[config.mk]
export PLATFORM = sky130hd
export DESIGN_NAME = sq_demod_acc
export DESIGN_NICKNAME = d
export VERILOG_FILES = /design/src/rtl/lockin_pkg.sv /design/src/rtl/sq_demod_mul.sv /design/src/rtl/sq_demod_acc.sv
export SDC_FILE = /design/constraint.sdc
export NUM_CORES = 1
export LEC_CHECK = 0
export ABC_AREA = 0
export ABC_CLOCK_PERIOD_IN_PS = 4100
export BUFFER_PORTS_ARGS = -buffer_cell sky130_fd_sc_hd__buf_2
export CAP_MARGIN = 5
export CORE_ASPECT_RATIO = 0.7
export CORE_MARGIN = 5
export CORE_UTILIZATION = 33
export CTS_BUF_LIST = sky130_fd_sc_hd__clkbuf_8
export DETAILED_ROUTE_END_ITERATION = 7
export GPL_ROUTABILITY_DRIVEN = 0
export HOLD_SLACK_MARGIN = 0.06
export PLACE_DENSITY = 0.51
export RECOVER_POWER = 50
export SLEW_MARGIN = 5
export SYNTH_ARGS = -nofsm -noshare
export SYNTH_HDL_FRONTEND = slang
export SYNTH_HIERARCHICAL = 1
export SYNTH_SLANG_ARGS = --single-unit
[constraint.sdc]
create_clock -name clk -period 4.1 [get_ports clk]
set_clock_uncertainty 0.2 [all_clocks]
set_input_delay 0.82 -clock clk [delete_from_list [all_inputs] [get_ports clk]]
set_output_delay 0.82 -clock clk [all_outputs]
set_load 0.03 [all_outputs]
[src/rtl/lockin_pkg.sv]
// rtl/lockin_pkg.sv - shared lock-in reference codes and saturation helper
package lockin_pkg;

  localparam logic [1:0] REF_POS  = 2'b01;
  localparam logic [1:0] REF_NEG  = 2'b11;
  localparam logic [1:0] REF_GATE = 2'b00;

  // Clamp a wide signed value to the signed range of 'width' bits (width <= 63).
  function automatic logic signed [63:0] sat_to_width(input logic signed [63:0] value,
                                                      input int unsigned width);
    logic signed [63:0] max_v;
    logic signed [63:0] min_v;
    max_v = (64'sd1 <<< (width - 1)) - 64'sd1;
    min_v = -(64'sd1 <<< (width - 1));
    if (value > max_v)
      return max_v;
    else if (value < min_v)
      return min_v;
    else
      return value;
  endfunction

endpackage

[src/rtl/sq_demod_mul.sv]
// rtl/sq_demod_mul.sv - reference-controlled negate/gate of the input sample
// Product is one bit wider than the input so negating the most negative code cannot wrap.
module sq_demod_mul
  import lockin_pkg::*;
#(
  parameter int R = 14
) (
  input  logic signed [R-1:0] in,
  input  logic        [1:0]   ref2,
  output logic signed [R:0]   p
);

  logic signed [R:0] in_ext;

  assign in_ext = {in[R-1], in};

  always_comb begin
    p = '0;
    if (ref2 == REF_POS)
      p = in_ext;
    else if (ref2[1])
      p = -in_ext;  // 2'b10 is treated the same as REF_NEG
  end

endmodule

[src/rtl/sq_demod_acc.sv]
// rtl/sq_demod_acc.sv - square-wave demodulator with boxcar average over 2^N_LOG2 samples
// Optional macro SQ_DEMOD_ROUND_EN selects round-half-up instead of floor before saturation.
module sq_demod_acc
  import lockin_pkg::*;
#(
  parameter int R      = 14,
  parameter int N_LOG2 = 10
) (
  input  logic                clk,
  input  logic                rst,
  input  logic signed [R-1:0] in,
  input  logic        [1:0]   ref2,
  input  logic                in_valid,
  input  logic                clear,
  output logic signed [R-1:0] out,
  output logic                out_valid,
  output logic [N_LOG2-1:0]   cnt
);

  localparam int AW = R + N_LOG2 + 1;
  localparam logic [N_LOG2-1:0] CNT_LAST = '1;

  logic signed [R:0]    p;
  logic signed [AW-1:0] acc;
  logic signed [AW-1:0] sum;
  logic signed [AW-1:0] rnd;
  logic signed [AW-1:0] shifted;

  sq_demod_mul #(.R(R)) u_mul (
    .in   (in),
    .ref2 (ref2),
    .p    (p)
  );

  assign sum = acc + {{N_LOG2{p[R]}}, p};

`ifdef SQ_DEMOD_ROUND_EN
  assign rnd = sum + (AW'(1) << (N_LOG2 - 1));
`else
  assign rnd = sum;
`endif

  assign shifted = rnd >>> N_LOG2;

  always_ff @(posedge clk or posedge rst) begin
    if (rst) begin
      acc       <= '0;
      cnt       <= '0;
      out       <= '0;
      out_valid <= 1'b0;
    end else begin
      out_valid <= 1'b0;
      if (clear) begin
        acc <= '0;
        cnt <= '0;
      end else if (in_valid) begin
        if (cnt == CNT_LAST) begin
          // Window closes on this sample; the next window starts on the following one.
          out       <= R'(sat_to_width(64'(shifted), R));
          out_valid <= 1'b1;
          acc       <= '0;
          cnt       <= '0;
        end else begin
          acc <= sum;
          cnt <= cnt + 1'b1;
        end
      end
    end
  end

endmodule
==> results.md, run 1 <==
- Status: finished with violations
- Violations in the final reports: capacitance limit, slew limit
- Core Rows: 32
- CTS clock-pin slew for the worst setup and hold paths: about 110 ps
- Die extent in x: 137.8 µm
- Standard cell with the maximum stage delay on the critical path: ha_1
- Final hold violations: 0
- Maximum fanout along the worst path: 18
- Logic gate share of total power: 43.1%
- CTS tree: built
- Int Power: 968.0 µW
- Proportion of total power due to net switching: about 37%
- Hold buffer count at CTS: 0
- Met1 WL: ~6100 µm
- Placeable core region: 0.01109 mm²
- Number of vias after detailed routing: approximately 3700
- Worst path setup slack after routing: around 100 ps
- CP peak stage delay: around 360 ps
- Critical Path AT: about 4000 ps
- Endpoint of the most critical register-to-register path: out[8]
- CTS buffer count: 5
- Register bit count reported by yosys: 50
- Grt ovf: 0
- Net load switching power: ~560 µW
- Net count of the finished layout: roughly 610
- Maximum buffer depth of the clock tree: 2
- Yosys warnings: 6
- Final Cycle Share: between 90 and 100%
- Master cell of the clock root buffer: clkbuf_8
- End point of the worst hold path: acc[3]
- Initial core utilization: 34.03%
- WL/cell: around 16 µm
- DR vias/cell: 5.235
- Sequential element share of the synthesized area: between 30% and 40%
- Avg Cell Area, Syn: slightly below 9 µm²
- Achievable Freq: 0.2500 GHz
- Antenna violations before repair: 0
- Power share of the clock group: between 20% and 30%
- Met3 routed wirelength: 644 µm
- Half-perimeter wire length after detailed placement: about 8300 µm
- Total power per unit cell area: about 300 mW/mm²
- Vert. Die Dim: roughly 99 µm
- Largest cells by area after synthesis: dfrtp_1 (33%), ha_1 (8.6%), a22o_1 (5.6%)
- Setup CP Type: input pin to register
- Type of the tightest min-delay check: register to register
- Count of endpoints failing setup in the final report: 0
- Overall fraction of global-route tracks in use: between 15 and 20%
- Critical R2R Launch: acc[0]
- Number of cell instances on the worst register-to-register path: 12
- Post-synthesis cell type with the largest combined area: dfrtp_1
- Max rail drop VDD: between 0.1 and 0.15 mV
- Area Overhead vs Synth: 34.98%
- Worst Setup Start Kind: input pin
- Share of total power in sequential cells: 35.8%
- Final min period: 4000 ps
- Highest metal layer with signal wires: met4
- Most common library cell in the layout ignoring fill and taps: buf_4
- R2R setup slack: 920 ps
- Clock network latency to the later pin of the worst-skew pair: between 300 and 400 ps
- Routed WL: ~11000 µm
- Leading cell types in the layout, fill and taps excluded: buf_4 (93), dfrtp_1 (50), nand2_1 (44), o21ai_0 (37), buf_2 (35)
- Number of cells on the worst hold path: 2
- Gate count of the mapped netlist: approximately 430
- Largest net degree at the start of global routing: 33
- Cell occurring most often along the worst timing path: o21ai_1
- Post-synth top flop: dfrtp_1
- Transition time at the pin with the least slew margin: 1751 ps
- Crit-path cells: buf_2, inv_1, ha_2, nor2b_4, nand4_1, a22o_4, ha_1, a21oi_2, o21ai_1, a221o_1, a21o_1, a41oi_4, xnor2_4, buf_12, a22oi_1, o21ai_1
- CP Capture Type: register
- Post-route DRC: 0
- Max-slew violation count: 31
- Number of buffers added on ports: 44
- Count of maximum capacitance violations: 1
- Netlist area before placement: approximately 0.0038 mm²
- Length of the first detailed-routing pass in iterations: 5
- Detailed route wirelength on metal2: between 4000 and 5000 µm
- Startpoint of the worst hold path: acc[3]
- WP buf/inv: 3
- Synth unique cells: just under 60
- Max_slew headroom: -16.70%
- Fraction of registers with async set/reset: 100.0%
- Number of clock sinks: 50
- Antenna cells: 0
- Number of synthesized flops with an enable pin: 0
- Cell leakage power: 0.002462 µW
- I/O pin total: 45
- Category of cells accounting for the largest share of critical-path delay: compound AO/OA/AOI/OAI gates
- Total power draw: roughly 1500 µW
- Number of nets still failing antenna checks after routing: 0
- Via count of the first global-routing pass: approximately 3500
- Required time of the worst setup path: about 4000 ps
- Fraction of synthesized cell area taken by the top area cell type: between 30 and 40%
- Fraction of final layout cells sized beyond drive strength 1: between 30% and 40%
- Setup WS pre-CTS: -358.8 ps
- Final Core Density: between 40% and 50%
- First-pass GRT wire length: between 15000 and 20000 µm
- Starting DRT DRC Count: ~160
- Synthesized netlist net count: roughly 480
- Number of levels the H-tree was split into: 2
- Area of the die: between 0.01 and 0.015 mm²
metrics by stage:
| step | hold slack [ps] | instance area [µm²] | cells | TNS (ps) |
|---|---|---|---|---|
| after global placement | 264.2 | 4825 | 698 | -3728 |
| after floorplan | 252.6 | 3776 | 429 | 0 |
| final | 291.3 | 5094 | 714 | 0 |
| after global routing | 332.0 | 5094 | 714 | -200.0 |
| after CTS | 299.1 | 4931 | 706 | 0 |
| after detailed placement | 265.3 | 4825 | 698 | -4686 |
sequential cells by signal, indices dropped and copies added, names as in the netlist:
register	cells
out_valid	1
cnt	10
acc	25
out	14
cells by family (layout without fill, tap and decap cells):
logic type      after synthesis  count (layout)  synth area share (%)
fa+ha+maj                    27              27                 9.151
xor+xnor                     29              29                 6.930
buf+inv                      30             162                 3.249
simple gates                134             134                 18.40
compound gates              158             158                 28.81
mux                           1               1                0.2984
flops                        50              50                 33.16
power groups by stage:
| stage | sequential, µW | combinational, µW | clock (µW) |
|---|---|---|---|
| 2_1_floorplan | 551 | 351 | 0 |
| 3_3_place_gp | 554 | 594 | 0 |
| 3_5_place_dp | 554 | 603 | 0 |
| 4_1_cts | 545 | 610 | 333 |
| 5_1_grt | 550 | 724 | 353 |
| 6_report | 546 | 657 | 321 |
Yosys cell counts, drive strengths merged, types with 2 or more instances:
| library cell | number |
|---|---|
| a32o | 6 |
| o2bb2ai | 2 |
| nand3 | 13 |
| o211ai | 4 |
| a21o | 9 |
| xnor2 | 8 |
| dfrtp | 50 |
| o21a | 9 |
| nor4 | 2 |
| clkbuf | 12 |
| ha | 26 |
| nor2 | 25 |
| nor3 | 6 |
| nand4 | 6 |
| nor2b | 4 |
| xor2 | 21 |
| a21oi | 24 |
| nor3b | 2 |
| o21bai | 2 |
| and3 | 7 |
| a211oi | 5 |
| and2 | 4 |
| inv | 12 |
| buf | 6 |
| o31ai | 4 |
| or3 | 6 |
| a22o | 25 |
| a22oi | 10 |
| nand2b | 5 |
| nand4b | 2 |
| o21ai | 49 |
| nand3b | 2 |
| nand2 | 46 |
| a32oi | 2 |
worst max-delay path by stage:
| stage | start | to | slack [ps] | cells past startpoint |
|---|---|---|---|---|
| final | in[0] | out[3] | 100 | 16 |
| after CTS | in[0] | out[12] | 4 | 17 |
| after global routing | in[0] | out[8] | -50 | 17 |
| after global placement | in[0] | out[12] | -380 | 17 |
| after floorplan | in[0] | out[13] | 80 | 16 |
| after detailed placement | in[0] | out[12] | -360 | 17 |
tightest hold or removal path, stage by stage (launching register included):
cell	delay [ps]
dfrtp_1	360
nand2_1	50
o31ai_1	50
what timing repair did:
action | CTS | global route
endpoints found under the setup margin | 3 | 16
gates resized for setup | 2 | 23
buffers inserted | 0 | 8
pin swaps | 0 | 16
layer usage:
metal  vias up  track usage, %
li1       1860               -
met2        72           22.19
met4         0           2.354
met3         6           3.236
met5         -               0
met1      1800           26.10
cell type report:
class                           count  area [µm²]
Tap cell                          153       191.4
Fill cell                        1098        5997
Timing Repair Buffer              142       973.4
Sequential cell                    50        1251
Clock buffer                        5       68.82
Clock inverter                      3       28.78
Inverter                           12       45.04
Multi-Input combinational cell    349        2535
Power figures use the tool's default switching activity.
==> run 2, diff against run 1 <==
- SETUP_SLACK_MARGIN: not set -> 0.1
==> run 2 against run 1 <==
Compared with the run above: register-to-register slack better by 170 ps; first-iteration DRC count rose by 38%; routed wire length increased by 3.6%; cell count shrank 1.1%; sequential cell count unchanged; count of clock-buffer cells in the layout is 1 higher; the flow still finishes with violations (capacitance limit, slew limit); utilization up 1.8 points; critical path depth increased by 2; global-route usage is 0.19 points higher.
==> results.md, run 2 (synthesis results as in run 1) <==
- DR vias/cell: approximately 5.4
- Violations in the final reports: capacitance limit, slew limit
- Maximum fanout along the worst path: 6
- Critical R2R Launch: acc[0]
- Die extent in x: around 140 µm
- CP Capture Type: register
- Fraction of final layout cells sized beyond drive strength 1: between 30% and 40%
- Max rail drop VDD: between 0.1 and 0.15 mV
- CTS clock-pin slew for the worst setup and hold paths: 110 ps
- Number of buffers added on ports: 44
- Final min period: slightly below 4000 ps
- Clock network latency to the later pin of the worst-skew pair: 320 ps
- Initial core utilization: between 30% and 40%
- Max-slew violation count: 38
- Largest net degree at the start of global routing: 38
- End point of the worst hold path: out[4]
- Cell occurring most often along the worst timing path: a21o_1
- Final hold violations: 0
- Worst Setup Start Kind: input pin
- Placeable core region: around 0.011 mm²
- Antenna violations before repair: 0
- Half-perimeter wire length after detailed placement: roughly 8300 µm
- Starting DRT DRC Count: between 200 and 250
- Status: finished with violations
- Routed WL: ~12000 µm
- Number of vias after detailed routing: about 3800
- Total power per unit cell area: 312.2 mW/mm²
- Type of the tightest min-delay check: register to register
- Final Core Density: a little under half
- Via count of the first global-routing pass: between 3000 and 4000
- Standard cell with the maximum stage delay on the critical path: a22o_4
- Final Cycle Share: around 95%
- First-pass GRT wire length: about 18000 µm
- Number of cell instances on the worst register-to-register path: 12
- Cell leakage power: ~0.0024 µW
- WL/cell: around 16 µm
- Critical Path AT: between 3000 and 4000 ps
- Core Rows: 32
- Net count of the finished layout: around 600
- I/O pin total: between 40 and 50
- Filler Cells Inserted: 1087
- Post-route DRC: 0
- Count of endpoints failing setup in the final report: 0
- Max_slew headroom: -0.4935%
- Number of levels the H-tree was split into: 2
- Largest registers ranked by flip-flop count: acc: 25 flops, out: 14 flops, cnt: 10 flops
- Leading cell types in the layout, fill and taps excluded: buf_4 (80), dfrtp_1 (50), nand2_1 (45), o21ai_0 (37), buf_2 (32)
- WP buf/inv: 6
- CTS buffer count: 5
- Number of flip-flops in the largest register: 25
- Vert. Die Dim: 99.47 µm
- Length of the first detailed-routing pass in iterations: 4
- Achievable Freq: about 0.26 GHz
- Required time of the worst setup path: 4140 ps
- R2R setup slack: 1090 ps
- Category of cells accounting for the largest share of critical-path delay: compound AO/OA/AOI/OAI gates
- Maximum buffer depth of the clock tree: 2
- Reg with most FFs: acc
- Crit-path cells: buf_2, inv_1, ha_2, nor2b_4, nand4_1, a22o_4, buf_6, ha_1, a21o_1, a21o_1, buf_4, a21o_1, a41oi_4, buf_12, xnor2_4, clkbuf_16, o21ai_0, o21ai_1
- CTS tree: built
- Number of clock sinks: 50
- Count of maximum capacitance violations: 1
- Grt ovf: 0
- CP peak stage delay: 320 ps
- Endpoint of the most critical register-to-register path: out[11]
- Setup CP Type: input pin to register
- Master cell of the clock root buffer: clkbuf_8
- Number of cells on the worst hold path: 2
- RSZ-0062 raised after global routing: yes
- Overall fraction of global-route tracks in use: between 10% and 20%
- Worst Hold Margin: between 200 and 300 ps
- Number of nets still failing antenna checks after routing: 0
- Transition time at the pin with the least slew margin: 1506 ps
- Area Overhead vs Synth: 40.38%
- Startpoint of the worst hold path: out[4]
- Antenna cells: 0
- Most common library cell in the layout ignoring fill and taps: buf_4
- Area of the die: 0.01371 mm²
run 2: cell count changes in the layout (fill, tap and decap cells not counted), moves of 3 or more:
cell / previous run / this run
buf_6: 2 / 6
buf_2: 35 / 32
xnor2_2: 0 / 3
ha_1: 19 / 12
ha_4: 2 / 12
a21oi_2: 4 / 7
buf_4: 93 / 80
ha_2: 5 / 2
a21oi_1: 19 / 15
run 2: final cells by class:
cell class	instances	area [µm²]	share of cell area [%]
repair buffers	133	938.4	17.71
clock buffers	6	82.58	1.559
flip-flops and latches	50	1251	23.62
multi-input cells	350	2750	51.91
clock inverters	2	38.79	0.7322
inverters	12	45.04	0.8503
well taps	153	191.4	3.614
run 2: routing by layer:
layer  vias to the layer above  wire length, µm  global-route usage, %
li1                       1848                -                      -
met1                      1835             6315                  27.05
met2                       102             4568                  21.93
met3                         7              579                  2.730
met4                         0               67                  2.658
met5                         -                0                      0
run 2: worst max-delay path by stage:
stage	startpoint	to	cells after the start	slack (ps)
2_1_floorplan	in[1]	out[12]	12	110
3_3_place_gp	in[0]	out[11]	17	-220
3_5_place_dp	in[0]	out[11]	16	-300
4_1_cts	in[5]	out[11]	17	120
5_1_grt	in[0]	out[3]	18	60
6_report	in[0]	out[3]	18	190
run 2: worst min-delay path: cells and delay by family (launching register included):
kind | cells | cell delay [ps]
flip-flops | 1 | 360
AO/OA/AOI/OAI | 1 | 50
AND/OR/NAND/NOR | 1 | 50
run 2: timing repair:
action / in CTS / in global routing
pin swaps: 0 / 34
gates cloned: 0 / 3
endpoints found under the setup margin: 13 / 18
buffers inserted: 0 / 8
resized for setup: 4 / 47
hold buffers: 0 / 0
run 2: stage by stage:
stage	std cells	total power (µW)	worst slack [ps]	instance area, µm²	TNS, ps
global route	706	1753	59.47	5298	0
CTS	695	1540	116.4	4887	0
floorplan	429	902.4	113.7	3777	0
global placement	687	1130	-222.7	4731	-3020
detailed placement	687	1137	-295.9	4731	-4318
finish	706	1654	187.8	5298	0
run 2: report_power, final:
group | total, µW | switching, µW | internal (µW) | leakage [µW]
Sequential | 553 | 29.1 | 523 | 0.000684
Combinational | 715 | 363 | 352 | 0.00170
Clock | 387 | 186 | 201 | 0.0000618
Total | 1650 | 578 | 1080 | 0.00244
==> run 3, diff against run 2 <==
- ABC_AREA: 0 -> 1
- CORE_MARGIN: 5 -> 8
==> run 3 against run 2 <==
Compared with the run above: the flow now finishes without violations; routed wire length grew 1.3%; first-iteration DRC count up 12%; utilization is 10 points lower.
==> results.md, run 3 <==
- Number of cell instances on the worst register-to-register path: 18
- CP peak stage delay: 350 ps
- First-pass GRT wire length: roughly 20000 µm
- Number of clock sinks: 50
- Fraction of registers with async set/reset: 100.0%
- Setup CP Type: input pin to register
- Number of cells in the design after placement: 853
- Yosys warnings: 6
- Status: complete, no violations
- Max rail drop VDD: 0.1300 mV
- Post-route DRC: 0
- Number of cells on the worst hold path: 2
- CTS clock-pin slew for the worst setup and hold paths: about 100 ps
- Final non-filler cell total: approximately 860
- I/O pin total: 45
- Net count of the finished layout: between 700 and 800
- Total power per unit cell area: 348.1 mW/mm²
- Master cell of the clock root buffer: clkbuf_8
- Number of synthesized flops with an enable pin: 0
- Gate count of the mapped netlist: 652
- Core Rows: 34
- Max_slew headroom: about 12%
- CTS tree: built
- Antenna violations before repair: 0
- Fraction of final layout cells sized beyond drive strength 1: between 10% and 20%
- Length of the first detailed-routing pass in iterations: 5
- Post-synth top flop: dfrtp_1
- Synthesized netlist net count: 699
- CTS buffer count: 5
- Die extent in x: around 150 µm
- Area Overhead vs Synth: 11.65%
- Clock network latency to the later pin of the worst-skew pair: between 300 and 400 ps
- Number of flip-flops in the largest register: 25
- Standard cell with the maximum stage delay on the critical path: ha_1
- Max-slew violation count: 0
- Avg Cell Area, Syn: between 6 and 7 µm²
- Number of vias after detailed routing: just over 4000
- Cell occurring most often along the worst timing path: nand2_1
- Initial core utilization: between 30% and 40%
- Via count of the first global-routing pass: 4035
- Largest registers ranked by flip-flop count: acc: 25 flops, out: 14 flops, cnt: 10 flops
- Vert. Die Dim: 110.6 µm
- Register bit count reported by yosys: 50
- Number of buffers added on ports: 44
- Number of nets still failing antenna checks after routing: 0
- Achievable Freq: between 0.2 and 0.3 GHz
- Fraction of synthesized cell area taken by the top area cell type: 29.66%
- DR vias/cell: 4.786
- Number of gates given a new drive strength after cts: 0
- Critical Path AT: 3640 ps
- Area of the die: about 0.017 mm²
- Hold buffer count at CTS: 0
- Largest cells by area after synthesis: dfrtp_1 (30%), nand2_1 (23%), inv_1 (8.0%)
- Count of maximum capacitance violations: 0
- Leading cell type by number of instances after synthesis: nand2_1
- Count of endpoints failing setup in the final report: 0
- Top cells by count, synth: nand2_1 (257), inv_1 (90), dfrtp_1 (50)
- Type of the tightest min-delay check: register to register
- Starting DRT DRC Count: ~240
- Final sum of negative setup slack: 0 ps
- Half-perimeter wire length after detailed placement: 9359 µm
- Sequential element share of the synthesized area: approximately 30%
- Routed WL: ~12000 µm
- Post-synthesis cell type with the largest combined area: dfrtp_1
- Transition time at the pin with the least slew margin: ~1300 ps
- Largest net degree at the start of global routing: 31
- Final min period: approximately 3600 ps
- Required time of the worst setup path: between 4000 and 5000 ps
- Maximum buffer depth of the clock tree: 2
- Antenna cells: 0
- Most common library cell in the layout ignoring fill and taps: nand2_1
- RSZ-0062 raised after global routing: no
- Netlist area before placement: about 0.0042 mm²
- Worst Setup Start Kind: input pin
- Filler Cells Inserted: approximately 1300
- Synth unique cells: 38
- Final hold violations: 0
- Reg with most FFs: acc
- CP Capture Type: register
- Maximum fanout along the worst path: 11
- Leading cell types in the layout, fill and taps excluded: nand2_1 (257), inv_1 (90), dfrtp_1 (50), nor2_1 (47), buf_2 (32)
- Overall fraction of global-route tracks in use: 14.49%
- WL/cell: ~14 µm
- Grt ovf: 0
- Final Cycle Share: 88.55%
- Setup Buffers After CTS: 0
- Number of levels the H-tree was split into: 2
- Cell leakage power: roughly 0.0027 µW
- Placeable core region: roughly 0.012 mm²
[run 3: metal layers]
layer	wire (µm)	track usage [%]
met5	0	0
met4	57	2.498
met2	4717	21.01
met1	6344	21.61
met3	564	3.018
[run 3: through the flow]
step | power (µW) | util (%) | hold slack [ps] | cell area, µm² | setup slack (ps)
2_1_floorplan | 1152 | - | 257.0 | 4219 | 606.2
3_3_place_gp | 1324 | 37.18 | 259.8 | 4634 | 227.7
3_5_place_dp | 1331 | 37.18 | 260.1 | 4634 | 164.6
4_1_cts | 1663 | 37.94 | 290.6 | 4730 | 501.0
5_1_grt | 1790 | 37.79 | 318.2 | 4711 | 177.0
6_report | 1640 | 37.79 | 289.8 | 4711 | 469.6
[run 3: logic make-up after synthesis]
family / count (synthesis) / synth area share [%]
AO/OA/AOI/OAI: 78 / 11.39
XOR/XNOR: 20 / 4.152
adder cells (fa/ha/maj): 27 / 8.185
buffers and inverters: 104 / 9.964
flip-flops: 50 / 29.66
AND/OR/NAND/NOR: 373 / 36.65
[run 3: layout make-up]
cell class	count	area, µm²	area share (%)
Clock buffer	6	82.58	1.753
Clock inverter	2	12.51	0.2656
Inverter	92	345.3	7.331
Multi-Input combinational cell	498	2550	54.13
Sequential cell	50	1251	26.56
Tap cell	162	202.7	4.303
Timing Repair Buffer	51	266.5	5.657
[run 3: final timing paths]
kind / start / slack [ps] / end
worst min register to register: out[0] / 290 / out[0]
worst min-delay path: out[0] / 290 / out[0]
min in group asynchronous: rst / 670 / cnt[1]
max in group asynchronous: rst / 1410 / out[6]
worst max register to register: acc[0] / 1510 / out[8]
worst max-delay path: in[0] / 470 / out[5]
[run 3: where the power goes]
part | internal [µW] | total (µW) | switching (µW) | leakage (µW)
registers | 536 | 564 | 28.1 | 0.000680
clock network | 136 | 317 | 181 | 0.0000472
logic | 266 | 758 | 493 | 0.00194
total | 938 | 1640 | 702 | 0.00267
[run 3: worst max-delay path: cells and delay by family]
kind          cells  cell delay [ps]
fa+ha+maj         2              550
simple gates     19             1840
buf+inv           4              440
